File: config.mk
export PLATFORM = sky130hd
export DESIGN_NAME = bank_queue_ctrl
export DESIGN_NICKNAME = d
export VERILOG_FILES = /design/src/rtl/bqm_pkg.sv /design/src/rtl/bqm_debounce.sv /design/src/rtl/bank_queue_ctrl.sv
export SDC_FILE = /design/constraint.sdc
export NUM_CORES = 1
export LEC_CHECK = 0
export CORE_MARGIN = 5
export CORE_UTILIZATION = 28
export CTS_CLUSTER_SIZE = 40
export DETAILED_ROUTE_END_ITERATION = 12
export GPL_TIMING_DRIVEN = 0
export PLACE_DENSITY = 0.51
export SLEW_MARGIN = 20
export SYNTH_ARGS = -nofsm -noshare
export SYNTH_HDL_FRONTEND = slang
export SYNTH_HIERARCHICAL = 1
export SYNTH_SLANG_ARGS = --single-unit
File: constraint.sdc
create_clock -name clk -period 2.4 [get_ports clk]
set_input_delay 0.72 -clock clk [delete_from_list [all_inputs] [get_ports clk]]
set_output_delay 0.72 -clock clk [all_outputs]
set_load 0.02 [all_outputs]
File: src/rtl/bqm_pkg.sv
// Shared types, display table and helpers for the bank-queue controller.
package bqm_pkg;

  typedef enum logic [1:0] {
    DIV_IDLE = 2'd0,
    DIV_CALC = 2'd1,
    DIV_DONE = 2'd2
  } div_state_e;

  // Active-low 7-segment patterns, a..g on bits 6..0, digits 0-F.
  localparam logic [6:0] SEG7_LUT [16] = '{
    7'b0000001, 7'b1001111, 7'b0010010, 7'b0000110,
    7'b1001100, 7'b0100100, 7'b0100000, 7'b0001111,
    7'b0000000, 7'b0000100, 7'b0001000, 7'b1100000,
    7'b0110001, 7'b1000010, 7'b0110000, 7'b0111000
  };

  // Truncated to the wait-time width at the point of use.
  localparam logic [31:0] WAIT_NO_SERVICE = '1;

  function automatic int unsigned popcount(input logic [31:0] v);
    int unsigned n = 0;
    for (int i = 0; i < 32; i++) n += 32'(v[i]);
    return n;
  endfunction

endpackage

File: src/rtl/bqm_debounce.sv
// Two-flop synchroniser, stability counter and rising-edge pulse for one sensor.
module bqm_debounce #(
  parameter int unsigned DEBOUNCE_CYC = 4
) (
  input  logic clk,
  input  logic reset,
  input  logic async_in,
  output logic rise_p
);
  localparam int unsigned CW = $clog2(DEBOUNCE_CYC + 1);

  logic          sync1_q, sync2_q;
  logic          level_q, level_d;
  logic          rise_q, rise_d;
  logic [CW-1:0] cnt_q, cnt_d;

  always_ff @(posedge clk) begin
    if (reset) begin
      sync1_q <= 1'b0;
      sync2_q <= 1'b0;
      level_q <= 1'b0;
      rise_q  <= 1'b0;
      cnt_q   <= '0;
    end else begin
      sync1_q <= async_in;
      sync2_q <= sync1_q;
      level_q <= level_d;
      rise_q  <= rise_d;
      cnt_q   <= cnt_d;
    end
  end

  // Counter runs only while the synchronised level disagrees with the accepted one.
  always_comb begin
    level_d = level_q;
    rise_d  = 1'b0;
    cnt_d   = '0;
    if (sync2_q != level_q) begin
      if (cnt_q == CW'(DEBOUNCE_CYC - 1)) begin
        level_d = sync2_q;
        rise_d  = sync2_q;
      end else begin
        cnt_d = cnt_q + CW'(1);
      end
    end
  end

  assign rise_p = rise_q;

endmodule

File: src/rtl/bank_queue_ctrl.sv
// Bank queue controller: people/teller counts, wait estimate via restoring divider.
// Optional BQM_SEG7_EN adds registered 7-segment outputs seg_p / seg_t.
module bank_queue_ctrl
  import bqm_pkg::*;
#(
  parameter int unsigned CNT_W        = 3,
  parameter int unsigned N_TELLERS    = 3,
  parameter int unsigned TELLER_W     = 2,
  parameter int unsigned SERVICE_T    = 3,
  parameter int unsigned WT_W         = 5,
  parameter int unsigned DEBOUNCE_CYC = 4
) (
  input  logic                         clk,
  input  logic                         reset,
  input  logic                         sensor_in,
  input  logic                         sensor_out,
  input  logic [N_TELLERS-1:0]         teller_sw,
  output logic [CNT_W-1:0]             p_count,
  output logic [TELLER_W-1:0]          t_count,
  output logic                         full,
  output logic                         empty,
  output logic                         err_ovf,
  output logic                         err_unf,
  output logic [WT_W-1:0]              wait_time,
  output logic                         wait_valid,
  output logic [TELLER_W+CNT_W-1:0]    con
`ifdef BQM_SEG7_EN
  ,
  output logic [6:0]                   seg_p,
  output logic [6:0]                   seg_t
`endif
);
  localparam int unsigned IW = $clog2(WT_W);

  logic                 enter_p, leave_p;
  logic [N_TELLERS-1:0] tsync1_q, tsync2_q;
  logic [CNT_W-1:0]     p_q, p_d, last_p_q, last_p_d;
  logic [TELLER_W-1:0]  t_q, t_d, last_t_q, last_t_d;
  logic                 ovf_q, ovf_d, unf_q, unf_d;
  div_state_e           state_q, state_d;
  logic [WT_W-1:0]      dvd_q, dvd_d, wt_q, wt_d, num;
  logic [TELLER_W-1:0]  rem_q, rem_d, dsr_q, dsr_d;
  logic [IW-1:0]        iter_q, iter_d;
  logic                 wv_q, wv_d;
  logic [TELLER_W:0]    rem_sh;
  logic                 ge;

  bqm_debounce #(.DEBOUNCE_CYC(DEBOUNCE_CYC)) u_db_in (
    .clk(clk), .reset(reset), .async_in(sensor_in), .rise_p(enter_p)
  );
  bqm_debounce #(.DEBOUNCE_CYC(DEBOUNCE_CYC)) u_db_out (
    .clk(clk), .reset(reset), .async_in(sensor_out), .rise_p(leave_p)
  );

  always_ff @(posedge clk) begin
    if (reset) begin
      tsync1_q <= '0;
      tsync2_q <= '0;
      p_q      <= '0;
      t_q      <= '0;
      ovf_q    <= 1'b0;
      unf_q    <= 1'b0;
      state_q  <= DIV_IDLE;
      last_p_q <= '0;
      last_t_q <= '0;
      dvd_q    <= '0;
      rem_q    <= '0;
      dsr_q    <= '0;
      iter_q   <= '0;
      wt_q     <= '0;
      wv_q     <= 1'b1;
    end else begin
      tsync1_q <= teller_sw;
      tsync2_q <= tsync1_q;
      p_q      <= p_d;
      t_q      <= t_d;
      ovf_q    <= ovf_d;
      unf_q    <= unf_d;
      state_q  <= state_d;
      last_p_q <= last_p_d;
      last_t_q <= last_t_d;
      dvd_q    <= dvd_d;
      rem_q    <= rem_d;
      dsr_q    <= dsr_d;
      iter_q   <= iter_d;
      wt_q     <= wt_d;
      wv_q     <= wv_d;
    end
  end

  // Saturating people count; simultaneous entry and exit cancel.
  always_comb begin
    p_d   = p_q;
    ovf_d = ovf_q;
    unf_d = unf_q;
    t_d   = TELLER_W'(popcount(32'(tsync2_q)));
    if (enter_p && !leave_p) begin
      if (full) ovf_d = 1'b1;
      else      p_d   = p_q + CNT_W'(1);
    end else if (leave_p && !enter_p) begin
      if (empty) unf_d = 1'b1;
      else       p_d   = p_q - CNT_W'(1);
    end
  end

  // Divider: any (P,T) change restarts it, so no stale quotient is ever written.
  always_comb begin
    state_d  = state_q;
    last_p_d = last_p_q;
    last_t_d = last_t_q;
    dvd_d    = dvd_q;
    rem_d    = rem_q;
    dsr_d    = dsr_q;
    iter_d   = iter_q;
    wt_d     = wt_q;
    wv_d     = wv_q;
    num      = WT_W'(SERVICE_T) * (WT_W'(p_q) + WT_W'(t_q) - WT_W'(1));
    rem_sh   = {rem_q, dvd_q[WT_W-1]};
    ge       = (rem_sh >= {1'b0, dsr_q});
    if (p_q != last_p_q || t_q != last_t_q) begin
      last_p_d = p_q;
      last_t_d = t_q;
      if (p_q == '0) begin
        wt_d    = '0;
        wv_d    = 1'b1;
        state_d = DIV_IDLE;
      end else if (t_q == '0) begin
        wt_d    = WT_W'(WAIT_NO_SERVICE);
        wv_d    = 1'b1;
        state_d = DIV_IDLE;
      end else begin
        dvd_d   = num;
        rem_d   = '0;
        dsr_d   = t_q;
        iter_d  = '0;
        wv_d    = 1'b0;
        state_d = DIV_CALC;
      end
    end else begin
      case (state_q)
        DIV_CALC: begin
          rem_d  = ge ? TELLER_W'(rem_sh - {1'b0, dsr_q}) : TELLER_W'(rem_sh);
          dvd_d  = {dvd_q[WT_W-2:0], ge};
          iter_d = iter_q + IW'(1);
          if (iter_q == IW'(WT_W - 1)) begin
            wt_d    = {dvd_q[WT_W-2:0], ge};
            wv_d    = 1'b1;
            state_d = DIV_DONE;
          end
        end
        DIV_DONE: state_d = DIV_IDLE;
        default:  state_d = state_q;
      endcase
    end
  end

  assign p_count    = p_q;
  assign t_count    = t_q;
  assign full       = &p_q;
  assign empty      = ~|p_q;
  assign err_ovf    = ovf_q;
  assign err_unf    = unf_q;
  assign wait_time  = wt_q;
  assign wait_valid = wv_q;
  assign con        = {t_q, p_q};

`ifdef BQM_SEG7_EN
  logic [6:0] seg_p_q, seg_p_d, seg_t_q, seg_t_d;

  always_ff @(posedge clk) begin
    if (reset) begin
      seg_p_q <= 7'b0000001;
      seg_t_q <= 7'b0000001;
    end else begin
      seg_p_q <= seg_p_d;
      seg_t_q <= seg_t_d;
    end
  end

  always_comb begin
    seg_p_d = SEG7_LUT[4'(p_q)];
    seg_t_d = SEG7_LUT[4'(t_q)];
  end

  assign seg_p = seg_p_q;
  assign seg_t = seg_t_q;
`endif

endmodule

==> run_results.csv <==
group,metric,value,unit
power,p_sw,419,µW
clock_network,clk_latency,300,ps
job,drv_cap,0,
timing,fin_tns_setup,-55.7,ps
power,power_density,512,nW/µm²
yosys,synth_area_leaders,"dfxtp_1, ha_1, xnor2_1",
critical_path,cp-startpoint,"t_count[1]",
routing,antenna_left,0,
clock_network,cts.sinks,52,
timing,layout_min_cycle_time,2440,ps
routing,vias,1886,
routing,drtIter0Drc,95,
yosys,synth_seq_cells,52,
critical_path,critPathKind,"register to register",
critical_path,r2r_end,"dvd_q[4]",
power,clkPwrFrac,31.5,%
placement,place_area,2910,µm²
final_layout,fillCellCount,923,
final_layout,design_area,3120,µm²
routing,viasPerCell,4.63,
power,leakage,1.15,nW
critical_path,cp.buffers_inverters,3,
yosys,yosysWarnings,6,
clock_network,cts-root-buf,"clkbuf_8",
yosys,avgSynthCellArea,9.66,µm²
critical_path,r2r_cells,12,
status,violations,"negative setup slack",
grt,track_usage,9.16,%
status,status,"finished, violations left",
timing,post-route-period-util,102,%
critical_path,cp_cell_sequence,"inv_4 -> ha_4 -> inv_4 -> ha_4 -> inv_2 -> fa_2 -> ha_4 -> a21oi_2 -> nor2_2 -> or3_4 -> nand3_2 -> a311oi_1",
placement,port_buffers,26,
clock_network,path_clk_slew,100,ps
floorplan,fp-row-count,34,
timing,rsz0062_at_grt,"true",
timing,skew,7.82,ps
final_layout,antenna_cells,0,
grt,grt_max_degree,18,
critical_path,r2r_start,"t_count[1]",
yosys,synthesis.instances,258,
yosys,yosysTopAreaCellShare,41.8,%
critical_path,crit_end,"dvd_q[4]",
critical_path,worst_path_max_delay_cell,"fa_2",
critical_path,startpoint_type,"register",
yosys,synth_most_common_cell,"dfxtp_1",
yosys,ys_top_cells_by_count,"dfxtp_1, inv_1, a21oi_1, ha_1, nor2_1",
timing,hold_viol_final,0,
grt,grt_pass1_wl,8390,µm
yosys,synth_edf_count,0,
routing,routed_wl,4900,µm
yosys,ys.flop_type,"dfxtp_1",
yosys,syn_area,2490,µm²
critical_path,cp-end-kind,"register",
clock_network,cts_buffers,5,
clock_network,cts_tree,"done",
critical_path,crit_cells,12,
grt,antenna_found_initial,0,
grt,grt_pass1_vias,1804,
yosys,synthArstFlopShare,0,%
yosys,yosysTopAreaCell,"dfxtp_1",
floorplan,core_region_area,8680,µm²
yosys,synth.distinct_cells,47,
power,combPwrFrac,13.2,%
yosys,synth_seq_area_share,41.8,%
worst_hold_path,min_path_type,"register to register",
power,vdd_drop_max,0.393,mV
timing,relSlewSlack,54.8,%
floorplan,dieArea,10900,µm²
power,seqPwrFrac,55.3,%
critical_path,max_stage_delay,580,ps
floorplan,num_io_pins,27,
power,p_int,1.18,mW
timing,setup_viol_count_final,2,
routing,detail_route.wl_per_cell,12.0,µm
clock_network,ctsLongestPathBuffers,2,
final_layout,layoutNonFillerInstCount,407,
placement,dp.cells,392,
critical_path,regToRegSetupSlack,-40,ps
final_layout,final_layout_size_suffix_gt1_share,20.7,%
clock_network,h-tree-depth,2,
timing,final.setup.worst_slack,-42.5,ps
critical_path,critPathArrivalTime,2620,ps
routing,dr.pass1.iters,4,
floorplan,die_w,104,µm
routing,drc,0,
timing,fmax,409,MHz
timing,worstMarginPinSlew,678,ps
power,switching_share,26.1,%
critical_path,cp_top_family,"adder cells",
final_layout,area_growth,25.4,%
critical_path,cp_max_fo,3,
placement,routabilityCongestion,0.794,
floorplan,start_util,28.7,%
placement,dp_hpwl,3640,µm
grt,grt_remaining_overflow,0,
floorplan,die_h,104,µm
timing,finalMaxSlewViolations,0,
final_layout,layout.nets,328,
critical_path,timing.critical_path.mode_cell,"ha_4",
critical_path,required,2580,ps
yosys,syn_nets,288,
worst_hold_path,min_from,"u_db_out/cnt_q[0]",
## worst register-to-register path: stages, from the launching register on
cell,delay (ps)
dfxtp_4,370
inv_4,40
ha_4,230
inv_4,50
ha_4,110
inv_2,40
fa_2,580
ha_4,210
a21oi_2,120
nor2_2,50
or3_4,370
nand3_2,70
a311oi_1,80
## worst min-delay path by stage
stage                                    to  slack, ps  cells past startpoint
after floorplan            u_db_in/cnt_q[0]        400                      1
after global placement          tsync2_q[1]        420                      1
after detailed placement  u_db_out/cnt_q[0]        420                      1
after CTS                 u_db_out/cnt_q[0]        440                      1
after global routing            tsync2_q[1]        460                      1
final                     u_db_out/cnt_q[0]        440                      1
## cells in the final DEF (no fill, tap or decap), types with 5 or more instances in the layout
master / instances
o21ai_0: 6
nor2_1: 16
xnor2_1: 11
nand2_1: 12
buf_4: 14
a21oi_1: 18
ha_1: 15
inv_2: 5
nand3_1: 14
nor2b_1: 12
dfxtp_1: 47
clkbuf_8: 5
clkdlybuf4s50_1: 22
inv_1: 16
## through the flow
| step | worst slack [ps] | hold slack, ps | utilization [%] | total power [mW] |
|---|---|---|---|---|
| 6_report | -42.5 | 438 | 36.0 | 1.60 |
| 5_1_grt | -152 | 456 | 36.0 | 1.67 |
| 4_1_cts | -134 | 438 | 35.6 | 1.61 |
| 3_5_place_dp | -331 | 422 | 33.5 | 1.09 |
| 3_3_place_gp | -356 | 419 | 33.5 | 1.09 |
| 2_1_floorplan | -148 | 404 | - | 1.03 |
## repair_timing
action,CTS,global route
pin swaps,6,7
buffers inserted,7,0
gates resized for setup,15,11
hold buffers,0,0
endpoints found under the setup margin,12,4
## layout make-up
cell class	instances	area [µm²]	area share, %
Buffer	15	100	3.20
Multi-Input combinational cell	168	1340	42.7
Clock buffer	5	68.8	2.20
Sequential cell	52	1060	33.8
Tap cell	108	135	4.33
Inverter	23	91.3	2.92
Timing Repair Buffer	33	314	10.1
Clock inverter	3	22.5	0.721
## power groups by stage
| stage | Combinational (mW) | Sequential (mW) | Clock [mW] |
|---|---|---|---|
| floorplan | 0.108 | 0.918 | 0 |
| global placement | 0.183 | 0.908 | 0 |
| detailed placement | 0.183 | 0.908 | 0 |
| CTS | 0.196 | 0.886 | 0.529 |
| global route | 0.233 | 0.889 | 0.554 |
| finish | 0.211 | 0.886 | 0.504 |
## cells by family after synthesis
logic type / synth area share [%]
muxes: 1.66
and+or+nand+nor: 18.0
buffers and inverters: 7.48
DFF: 41.8
AOI/OAI and AO/OA: 13.5
adders and majority gates: 13.1
xor gates and xnor gates: 4.57
## layer usage
metal  wire length, µm  track usage [%]  share of wire, %  vias to the layer above
met3                83             1.37               1.7                        4
met4                63             3.33               1.3                        0
met2              2400             15.4                49                       23
met5                 0                0                 0                        -
met1              2350             11.8                48                      895
li1                  -                -                 -                      964
Note: power is estimated with default switching activity, not from simulation.
